### src/rtl/ps2_kbd_device.sv
// PS2 keyboard device endpoint: drives the PS2 clock, sends queued scan bytes, receives host commands.
// Optional PS2_DEV_BAT_EN: enqueue a 0xAA BAT byte BAT_DELAY_US after reset release.
module ps2_kbd_device #(
  parameter int TXBUF_DEPTH_BITS = 3,
  parameter int HALFBIT_US       = 40,
  parameter int IDLE_US          = 50,
  parameter int HOLDOFF_US       = 50,
  parameter int BAT_DELAY_US     = 500
) (
  input  logic                      clk6x,
  input  logic                      resetn,
  input  logic                      ck1us,
  input  logic [7:0]                scan_wdata_i,
  input  logic                      scan_enq_i,
  output logic                      scan_full_o,
  output logic [TXBUF_DEPTH_BITS:0] scan_count_o,
  output logic [7:0]                cmd_rx_o,
  output logic                      cmd_rx_v_o,
  output logic                      cmd_perr_o,
  output logic                      busy_o,
  input  logic                      PS2_CLK,
  input  logic                      PS2_DATA,
  output logic                      PS2_CLKDR,
  output logic                      PS2_DATADR
);
  localparam int DEPTH = 1 << TXBUF_DEPTH_BITS;
  localparam int CW    = TXBUF_DEPTH_BITS + 1;
`ifdef PS2_DEV_BAT_EN
  localparam bit BAT_EN = 1'b1;
`else
  localparam bit BAT_EN = 1'b0;
`endif

  typedef enum logic [2:0] {IDLE, TX, RX, RX_ACK, HOLDOFF} state_t;
  state_t state_q, state_d;

  logic [1:0]  ck_sync, dt_sync;
  logic        clk_s, data_s;
  logic [15:0] ph_tmr, idle_cnt, bat_tmr;
  logic        phase_b, bat_sent, bat_enq;
  logic [3:0]  bit_idx;
  logic [9:0]  rx_sr;
  logic [7:0]  mem [DEPTH];
  logic [TXBUF_DEPTH_BITS-1:0] wp, rp;
  logic [CW-1:0] count;
  logic [7:0]  head, enq_data;
  logic [10:0] tx_frame;
  logic        ph_end, ho_end, host_req, rx_bad, enq, tx_done, rx_last;

  always_ff @(posedge clk6x or negedge resetn) begin
    if (!resetn) begin
      ck_sync <= 2'b11;
      dt_sync <= 2'b11;
    end else begin
      ck_sync <= {ck_sync[0], PS2_CLK};
      dt_sync <= {dt_sync[0], PS2_DATA};
    end
  end
  assign clk_s  = ck_sync[1];
  assign data_s = dt_sync[1];

  // FIFO head stays stable through a TX frame, so the frame is built straight from it
  assign head     = mem[rp];
  assign tx_frame = {1'b1, ~^head, head, 1'b0};
  assign ph_end   = ck1us && (ph_tmr == 16'(HALFBIT_US - 1));
  assign ho_end   = ck1us && (ph_tmr == 16'(HOLDOFF_US - 1));
  assign host_req = clk_s & ~data_s;
  // rx_sr = {stop, parity, data[7:0]}; odd parity over data+parity
  assign rx_bad   = ~rx_sr[9] | ~(^rx_sr[8:0]);

  always_comb begin
    state_d = state_q;
    tx_done = 1'b0;
    rx_last = 1'b0;
    unique case (state_q)
      IDLE: begin
        if (host_req) state_d = RX;
        else if (count != '0 && idle_cnt >= 16'(IDLE_US)) state_d = TX;
      end
      TX: if (ph_end) begin
        if (!phase_b && bit_idx <= 4'd9 && !clk_s) state_d = IDLE;
        else if (phase_b && bit_idx == 4'd10) begin
          state_d = HOLDOFF;
          tx_done = 1'b1;
        end
      end
      RX: if (ph_end && phase_b && bit_idx == 4'd10) begin
        if (rx_sr[9]) state_d = RX_ACK;
        else begin
          state_d = HOLDOFF;
          rx_last = 1'b1;
        end
      end
      RX_ACK: if (ph_end && phase_b) begin
        state_d = HOLDOFF;
        rx_last = 1'b1;
      end
      HOLDOFF: if (ho_end) state_d = IDLE;
      default: state_d = IDLE;
    endcase
  end

  always_ff @(posedge clk6x or negedge resetn) begin
    if (!resetn) begin
      state_q  <= IDLE;
      ph_tmr   <= '0;
      phase_b  <= 1'b0;
      bit_idx  <= '0;
      rx_sr    <= '0;
      idle_cnt <= '0;
    end else begin
      state_q <= state_d;
      if (state_d != state_q) begin
        ph_tmr  <= '0;
        phase_b <= 1'b0;
        bit_idx <= '0;
      end else if (ck1us && state_q != IDLE) begin
        if (ph_end && state_q != HOLDOFF) begin
          ph_tmr  <= '0;
          phase_b <= ~phase_b;
          if (phase_b) bit_idx <= bit_idx + 1'b1;
        end else begin
          ph_tmr <= ph_tmr + 1'b1;
        end
      end
      // start bit (pulse 1) is not captured
      if (state_q == RX && ph_end && !phase_b && bit_idx != 4'd0)
        rx_sr <= {data_s, rx_sr[9:1]};
      if (state_q != IDLE || !(clk_s && data_s) || bat_enq) idle_cnt <= '0;
      else if (ck1us && idle_cnt < 16'(IDLE_US)) idle_cnt <= idle_cnt + 1'b1;
    end
  end

  always_ff @(posedge clk6x or negedge resetn) begin
    if (!resetn) begin
      cmd_rx_o   <= 8'h00;
      cmd_rx_v_o <= 1'b0;
      cmd_perr_o <= 1'b0;
    end else begin
      cmd_rx_v_o <= rx_last & ~rx_bad;
      cmd_perr_o <= rx_last & rx_bad;
      if (rx_last && !rx_bad) cmd_rx_o <= rx_sr[7:0];
    end
  end

  always_ff @(posedge clk6x or negedge resetn) begin
    if (!resetn) begin
      bat_tmr  <= '0;
      bat_sent <= 1'b0;
    end else if (BAT_EN && !bat_sent && ck1us) begin
      if (bat_tmr == 16'(BAT_DELAY_US - 1)) bat_sent <= 1'b1;
      else bat_tmr <= bat_tmr + 1'b1;
    end
  end
  assign bat_enq = BAT_EN && !bat_sent && ck1us && (bat_tmr == 16'(BAT_DELAY_US - 1));

  assign scan_full_o  = (count == CW'(DEPTH));
  assign scan_count_o = count;
  assign enq          = (scan_enq_i | bat_enq) & ~scan_full_o;
  assign enq_data     = bat_enq ? 8'hAA : scan_wdata_i;

  // completion of a host command flushes the queue; a bad frame leaves only the 0xFE retry request
  always_ff @(posedge clk6x or negedge resetn) begin
    if (!resetn) begin
      wp    <= '0;
      rp    <= '0;
      count <= '0;
    end else if (rx_last) begin
      rp    <= '0;
      wp    <= TXBUF_DEPTH_BITS'(rx_bad);
      count <= CW'(rx_bad);
    end else begin
      if (enq) wp <= wp + 1'b1;
      if (tx_done) rp <= rp + 1'b1;
      if (enq && !tx_done) count <= count + 1'b1;
      else if (!enq && tx_done) count <= count - 1'b1;
    end
  end

  always_ff @(posedge clk6x) begin
    if (rx_last && rx_bad) mem[0] <= 8'hFE;
    else if (!rx_last && enq) mem[wp] <= enq_data;
  end

  assign busy_o     = (state_q != IDLE);
  assign PS2_CLKDR  = (state_q == TX || state_q == RX || state_q == RX_ACK) && phase_b;
  assign PS2_DATADR = (state_q == TX && !tx_frame[bit_idx]) || (state_q == RX_ACK);
endmodule

### config.mk
export PLATFORM = sky130hd
export DESIGN_NAME = ps2_kbd_device
export DESIGN_NICKNAME = d
export VERILOG_FILES = /design/src/rtl/ps2_kbd_device.sv
export SDC_FILE = /design/constraint.sdc
export NUM_CORES = 1
export LEC_CHECK = 0
export ABC_AREA = 0
export BUFFER_PORTS_ARGS = -buffer_cell sky130_fd_sc_hd__buf_2
export CAP_MARGIN = 20
export CORE_AREA = 4 4 91 127
export CTS_CLUSTER_SIZE = 10
export DETAILED_ROUTE_END_ITERATION = 16
export DIE_AREA = 0 0 95 131
export PLACE_DENSITY_LB_ADDON = 0.05
export SETUP_SLACK_MARGIN = 0.3
export SLEW_MARGIN = 20
export SYNTH_ARGS = -nofsm -noshare
export SYNTH_HDL_FRONTEND = slang
export SYNTH_SLANG_ARGS = --single-unit
### constraint.sdc
create_clock -name clk6x -period 4.86 [get_ports clk6x]
set_input_delay 0.729 -clock clk6x [delete_from_list [all_inputs] [get_ports clk6x]]
set_output_delay 0.729 -clock clk6x [all_outputs]
set_load 0.02 [all_outputs]
==> results of run 1 <==
-- cell families (layout without fill, tap and decap cells) --
| kind of cell | count (synthesis) | in the layout | share of synthesized area, % |
|---|---|---|---|
| compound gates | 49 | 49 | 4.99 |
| buf+inv | 33 | 85 | 2.94 |
| simple gates | 196 | 196 | 16.4 |
| fa+ha+maj | 14 | 14 | 2.77 |
| xor+xnor | 32 | 32 | 4.25 |
| flops | 138 | 138 | 57.3 |
| mux | 52 | 52 | 11.3 |
-- flip-flops by register name (all words and copies together), names as in the netlist --
register / flops
rx_sr: 10
cmd_rx_v_o: 1
bit_idx: 4
rp: 3
idle_cnt: 16
phase_b: 1
dt_sync: 2
wp: 3
cmd_rx_o: 8
cmd_perr_o: 1
state_q: 3
mem: 64
scan_count_o: 4
ph_tmr: 16
ck_sync: 2
-- path summary, 6_finish.rpt --
path	to	slack, ns	cells past startpoint
worst max-delay path	PS2_DATADR	1.17	8
worst min-delay path	ck_sync[1]$_DFF_PN1_	0.35	0
worst max register to register	ph_tmr[4]$_DFFE_PN0P_	1.36	8
worst min register to register	ck_sync[1]$_DFF_PN1_	0.35	0
max in group asynchronous	ph_tmr[8]$_DFFE_PN0P_	3.81	1
min in group asynchronous	cmd_rx_o[4]$_DFFE_PN0P_	0.45	1
-- worst max-delay path, delay by kind of cell, from the launching register on --
kind                      cells  cell delay [ns]
xor gates and xnor gates      3             0.43
buffers and inverters         1             0.19
muxes                         2             0.75
AOI/OAI and AO/OA             1             0.17
DFF                           1             0.87
and+or+nand+nor               1             0.13
-- layer usage --
metal | global-route usage [%] | up-vias
met1 | 27.3 | 2046
li1 | - | 1976
met2 | 42.3 | 70
met3 | 4.24 | 24
met4 | 9.52 | 0
met5 | 0 | -
-- layout make-up --
type | count | share of cell area (%)
sequential | 138 | 50.6
multi-input combinational | 343 | 35.1
clock buffer | 19 | 5.80
timing repair buffer | 40 | 3.02
clock inverter | 13 | 2.53
tap | 138 | 2.31
inverter | 13 | 0.653
-- power groups by stage --
stage,Combinational (uW),Sequential [uW],Clock (uW)
detailed placement,671,1490,0
global placement,649,1480,0
CTS,675,1470,1370
floorplan,560,1470,0
global route,748,1490,1430
finish,667,1470,1360
-- stage by stage --
stage	setup WS, ns	area, um2
after detailed placement	1.05	6850
final	1.17	7470
after CTS	1.13	7470
after global routing	1.01	7470
after floorplan	1.50	6590
after global placement	1.22	6850
-- synth_stat cells (10+ instances only) --
library cell	n	area share (%)
xor2_1	11	1.5
mux2_2	19	3.2
mux4_2	16	5.5
xnor2_1	21	2.8
o21ai_0	10	0.76
a21oi_1	15	1.1
dfrtp_1	70	27
edfxtp_1	64	29
inv_1	13	0.74
mux2i_1	17	2.6
ha_1	13	2.5
nor2_1	45	2.6
nand3_1	24	1.8
nand2_1	32	1.8
and2_1	11	1.0
==> flow_metrics.env, run 1 <==
export IMPL_status="finished clean"
export IMPL_syn_nets=542
export IMPL_period_share_pct=75.9
export IMPL_syn_area_mm2=0.00659
export IMPL_synth_main_ff_cell="dfrtp_1"
export IMPL_ff_latch_area_mm2=0.00378
export IMPL_antenna_found_initial=0
export IMPL_track_usage_pct=23.4
export IMPL_hold_ws_ns=0.355
export IMPL_insertion_delay_ns=0.42
export IMPL_layout_commonest_cell="dfrtp_1"
export IMPL_cp_required_ns=4.13
export IMPL_hold_buffers=0
export IMPL_worst_pin_slew_ns=0.916
export IMPL_cts_tree="built"
export IMPL_fmax_mhz=271
export IMPL_synth_sequential_area_ratio_pct=57.3
export IMPL_syn_to_final_growth_pct=13.3
export IMPL_clock_power_share_pct=38.8
export IMPL_viasPerCell=5.85
export IMPL_ios=32
export IMPL_final_cells=704
export IMPL_p_leak_uw=0.00294
export IMPL_final_cell_mix="70 x dfrtp_1, 64 x edfxtp_1, 45 x nor2_1"
export IMPL_syn_instance_count=514
export IMPL_power_total_uw=3490
export IMPL_critPathMaxFanout=18
export IMPL_fillers=727
export IMPL_slew_viol_final=0
export IMPL_fin_nets=581
export IMPL_p_per_area_mw_per_mm2=468
export IMPL_yosysUniqueCellTypes=62
export IMPL_worstSetupStartpoint="rp[1]$_DFFE_PN0P_"
export IMPL_diodes=0
export IMPL_grt_overflow_total=0
export IMPL_internal_power_uw=2480
export IMPL_dr_wl_met3_um=399
export IMPL_synth_seq_cells=138
export IMPL_place_congestion=0.867
export IMPL_die_area_mm2=0.0124
export IMPL_h_tree_depth=4
export IMPL_path_cells="mux4_2 -> mux2i_1 -> xnor2_1 -> xnor2_1 -> xnor2_1 -> o211ai_1 -> nand3_1 -> buf_2"
export IMPL_dr_pass1_iters=4
export IMPL_crit_arrival_ns=2.96
export IMPL_critPathMaxStageDelay_ns=0.87
export IMPL_cts_buffer_depth=2
export IMPL_slew_headroom_pct=38.7
export IMPL_cp_end_kind="output pin"
export IMPL_placedCellCount=672
export IMPL_ctsResizeCount=0
export IMPL_ant_nets=0
export IMPL_clkTransAtPathRegs_ns=0.06
export IMPL_post_dp_hpwl_um=8730
export IMPL_met1Wirelength_um=5050
export IMPL_rsz0062_at_grt="no"
export IMPL_ir_drop_mv=0.306
export IMPL_async_flop_share_pct=53.6
export IMPL_wl_met2_um=7000
export IMPL_finalCriticalPeriod_ns=3.69
export IMPL_port_buffers=31
export IMPL_finClkSkew_ns=0.0101
export IMPL_post_route_util_pct=72.2
export IMPL_postCtsSetupRepairBufs=0
export IMPL_hp_class="flip-flop to flip-flop"
export IMPL_synth_avg_cell_area_um2=12.8
export IMPL_crit_path_start_kind="flip-flop"
export IMPL_pwr_share_comb_pct=19.1
export IMPL_fp_row_count=44
export IMPL_p_sw_uw=1020
export IMPL_yosys_warnings=0
export IMPL_maxUsedRoutingLayer="met4"
export IMPL_cts_sinks=138
export IMPL_drive_gt1_share_pct=22.4
export IMPL_core_mm2=0.0103
export IMPL_clock_root_buffer="clkbuf_16"
export IMPL_worst_path_max_delay_cell="dfrtp_1"
export IMPL_vias=4116
export IMPL_multi_input_area_mm2=0.00262
export IMPL_die_h_um=131
export IMPL_hold_viol_final=0
export IMPL_setup_tns_ns=0
export IMPL_wl_per_cell_um=18.1
export IMPL_power_frac_seq_pct=42.1
export IMPL_r2r_start="ph_tmr[12]$_DFFE_PN0P_"
export IMPL_drcViolationCount=0
export IMPL_numCtsBuffers=17
export IMPL_worst_path_most_repeated_cell="xnor2_1"
export IMPL_hold_start="ck_sync[0]$_DFF_PN1_"
export IMPL_switching_share_pct=29.1
export IMPL_start_util_pct=63.7
export IMPL_drt_iter0_drc=175
export IMPL_drt_total_wl_um=12700
export IMPL_die_w_um=95
export IMPL_setup_viol=0
export IMPL_grt_first_pass_wirelength_um=22000
export IMPL_grt_max_degree=75
export IMPL_critPathKind="flip-flop to output pin"
export IMPL_drv_cap=0
export IMPL_grt_pass1_vias=4430
export IMPL_synth_edf_count=64
Note: power is estimated with default switching activity, not from simulation.
==> run 2, diff against run 1 <==
CORE_AREA = 4 4 93 130   (was 4 4 91 127)
DIE_AREA = 0 0 97 134   (was 0 0 95 131)
clock period = 3.7 ns   (was 4.86 ns; I/O delays follow)
==> flow_metrics.env, run 2 (synthesized netlist as in run 1, its figures left out) <==
export IMPL_status="finished clean"
export IMPL_die_h_um=134
export IMPL_internal_power_uw=3140
export IMPL_post_route_util_pct=69.3
export IMPL_antenna_found_initial=0
export IMPL_worst_path_most_repeated_cell="nor4_2"
export IMPL_setup_viol=0
export IMPL_wl_per_cell_um=18.8
export IMPL_rsz0062_at_grt="no"
export IMPL_place_congestion=0.841
export IMPL_slew_headroom_pct=37.7
export IMPL_fillers=789
export IMPL_grt_overflow_total=0
export IMPL_grt_max_degree=75
export IMPL_final_cells=713
export IMPL_hp_class="input port to flip-flop"
export IMPL_regMostFlops="mem"
export IMPL_post_dp_hpwl_um=9020
export IMPL_p_per_area_mw_per_mm2=600
export IMPL_switching_share_pct=30.5
export IMPL_core_mm2=0.0109
export IMPL_insertion_delay_ns=0.41
export IMPL_fin_nets=587
export IMPL_cp_end_kind="flip-flop"
export IMPL_path_cells="or4b_1 -> nor4_2 -> and2_4 -> mux2i_2 -> nor4_2 -> or2_2 -> or4_1 -> a21oi_1"
export IMPL_period_share_pct=87.7
export IMPL_crit_arrival_ns=3.58
export IMPL_top_regs="mem (64), idle_cnt (16), ph_tmr (16)"
export IMPL_vias=4225
export IMPL_ir_drop_mv=0.455
export IMPL_clock_power_share_pct=36.7
export IMPL_p_sw_uw=1380
export IMPL_drv_cap=0
export IMPL_clock_root_buffer="clkbuf_16"
export IMPL_finalCriticalPeriod_ns=3.24
export IMPL_drive_gt1_share_pct=24.8
export IMPL_die_area_mm2=0.0130
export IMPL_port_buffers=31
export IMPL_ant_nets=0
export IMPL_placedCellCount=680
export IMPL_worst_pin_slew_ns=0.934
export IMPL_ff_latch_area_mm2=0.00378
export IMPL_hold_viol_final=0
export IMPL_grt_pass1_vias=4360
export IMPL_final_cell_mix="69 x dfrtp_1, 64 x edfxtp_1, 45 x nor2_1"
export IMPL_hold_buffers=0
export IMPL_ios=32
export IMPL_start_util_pct=60.6
export IMPL_numCtsBuffers=17
export IMPL_p_leak_uw=0.00297
export IMPL_layout_commonest_cell="dfrtp_1"
export IMPL_multi_input_area_mm2=0.00265
export IMPL_cp_top_family="simple AND/OR/NAND/NOR gates"
export IMPL_die_w_um=97
export IMPL_fp_row_count=45
export IMPL_clkTransAtPathRegs_ns=0.06
export IMPL_h_tree_depth=4
export IMPL_drcViolationCount=0
export IMPL_finClkSkew_ns=0.00819
export IMPL_critPathMaxStageDelay_ns=0.61
export IMPL_fmax_mhz=308
export IMPL_pwr_share_comb_pct=20.5
export IMPL_cts_tree="built"
export IMPL_drt_iter0_drc=201
export IMPL_crit_path_start_kind="flip-flop"
export IMPL_largest_reg_flops=64
export IMPL_cts_buffer_depth=2
export IMPL_power_frac_seq_pct=42.8
export IMPL_syn_to_final_growth_pct=14.3
export IMPL_dr_pass1_iters=6
export IMPL_viasPerCell=5.93
export IMPL_critPathKind="flip-flop to flip-flop"
export IMPL_worst_path_max_delay_cell="or4b_1"
export IMPL_crit_buf_inv=0
export IMPL_drt_total_wl_um=13400
export IMPL_critPathMaxFanout=19
export IMPL_cts_sinks=138
export IMPL_setup_tns_ns=0
export IMPL_diodes=0
export IMPL_grt_first_pass_wirelength_um=22500
export IMPL_slew_viol_final=0
export IMPL_track_usage_pct=22.1
export IMPL_cp_required_ns=4.03
## run 2: cell count changes in the layout (fill, tap and decap cells not counted), sizes merged
cell / before / now
bufinv: 4 / 2
inv: 17 / 16
clkinvlp: 2 / 3
clkinv: 3 / 7
clkbuf: 19 / 18
buf: 40 / 45
## run 2: timing repair
item	4_1_cts	5_1_grt
endpoints found under the setup margin	1	13
pin swaps	0	0
buffers inserted	0	0
gates cloned	0	1
resized for setup	1	10
## run 2: worst paths after layout
path	start	endpoint	slack (ns)	cells past startpoint
max in group asynchronous	resetn	rp[0]$_DFFE_PN0P_	2.76	1
setup / recovery	ph_tmr[12]$_DFFE_PN0P_	ph_tmr[5]$_DFFE_PN0P_	0.46	8
min in group asynchronous	resetn	idle_cnt[10]$_DFFE_PN0P_	0.28	1
hold / removal	PS2_CLK	ck_sync[0]$_DFF_PN1_	0.25	1
hold reg to reg	dt_sync[0]$_DFF_PN1_	dt_sync[1]$_DFF_PN1_	0.36	0
setup reg to reg	ph_tmr[12]$_DFFE_PN0P_	ph_tmr[5]$_DFFE_PN0P_	0.46	8
## run 2: power groups by stage
stage / clock network, uW / logic [uW] / registers [uW]
final: 1660 / 926 / 1930
after global placement: 0 / 888 / 1950
after global routing: 1760 / 1040 / 1960
after detailed placement: 0 / 918 / 1960
after CTS: 1680 / 922 / 1930
after floorplan: 0 / 736 / 1930
## run 2: metal layers
metal / up-vias / track usage (%) / wire, um
li1: 1981 / - / -
met1: 2132 / 25.6 / 5350
met2: 81 / 39.3 / 7250
met3: 31 / 4.94 / 406
met4: 0 / 9.76 / 425
met5: - / 0 / 0
## run 2: final cells by class
class                           count  share of cell area, %
Sequential cell                   138                   50.2
Multi-Input combinational cell    343                   35.2
Clock buffer                       17                   5.65
Timing Repair Buffer               46                   3.99
Tap cell                          141                   2.34
Clock inverter                     15                   1.98
Inverter                           13                  0.648
## run 2: metrics by stage
stage | hold WS, ns | setup WS [ns] | cell area, um2 | power [uW]
2_1_floorplan | 0.259 | 0.514 | 6590 | 2660
3_3_place_gp | 0.346 | 0.353 | 6890 | 2830
3_5_place_dp | 0.350 | 0.267 | 6890 | 2880
4_1_cts | 0.244 | 0.342 | 7470 | 4530
5_1_grt | 0.240 | 0.283 | 7530 | 4750
6_report | 0.254 | 0.457 | 7530 | 4520
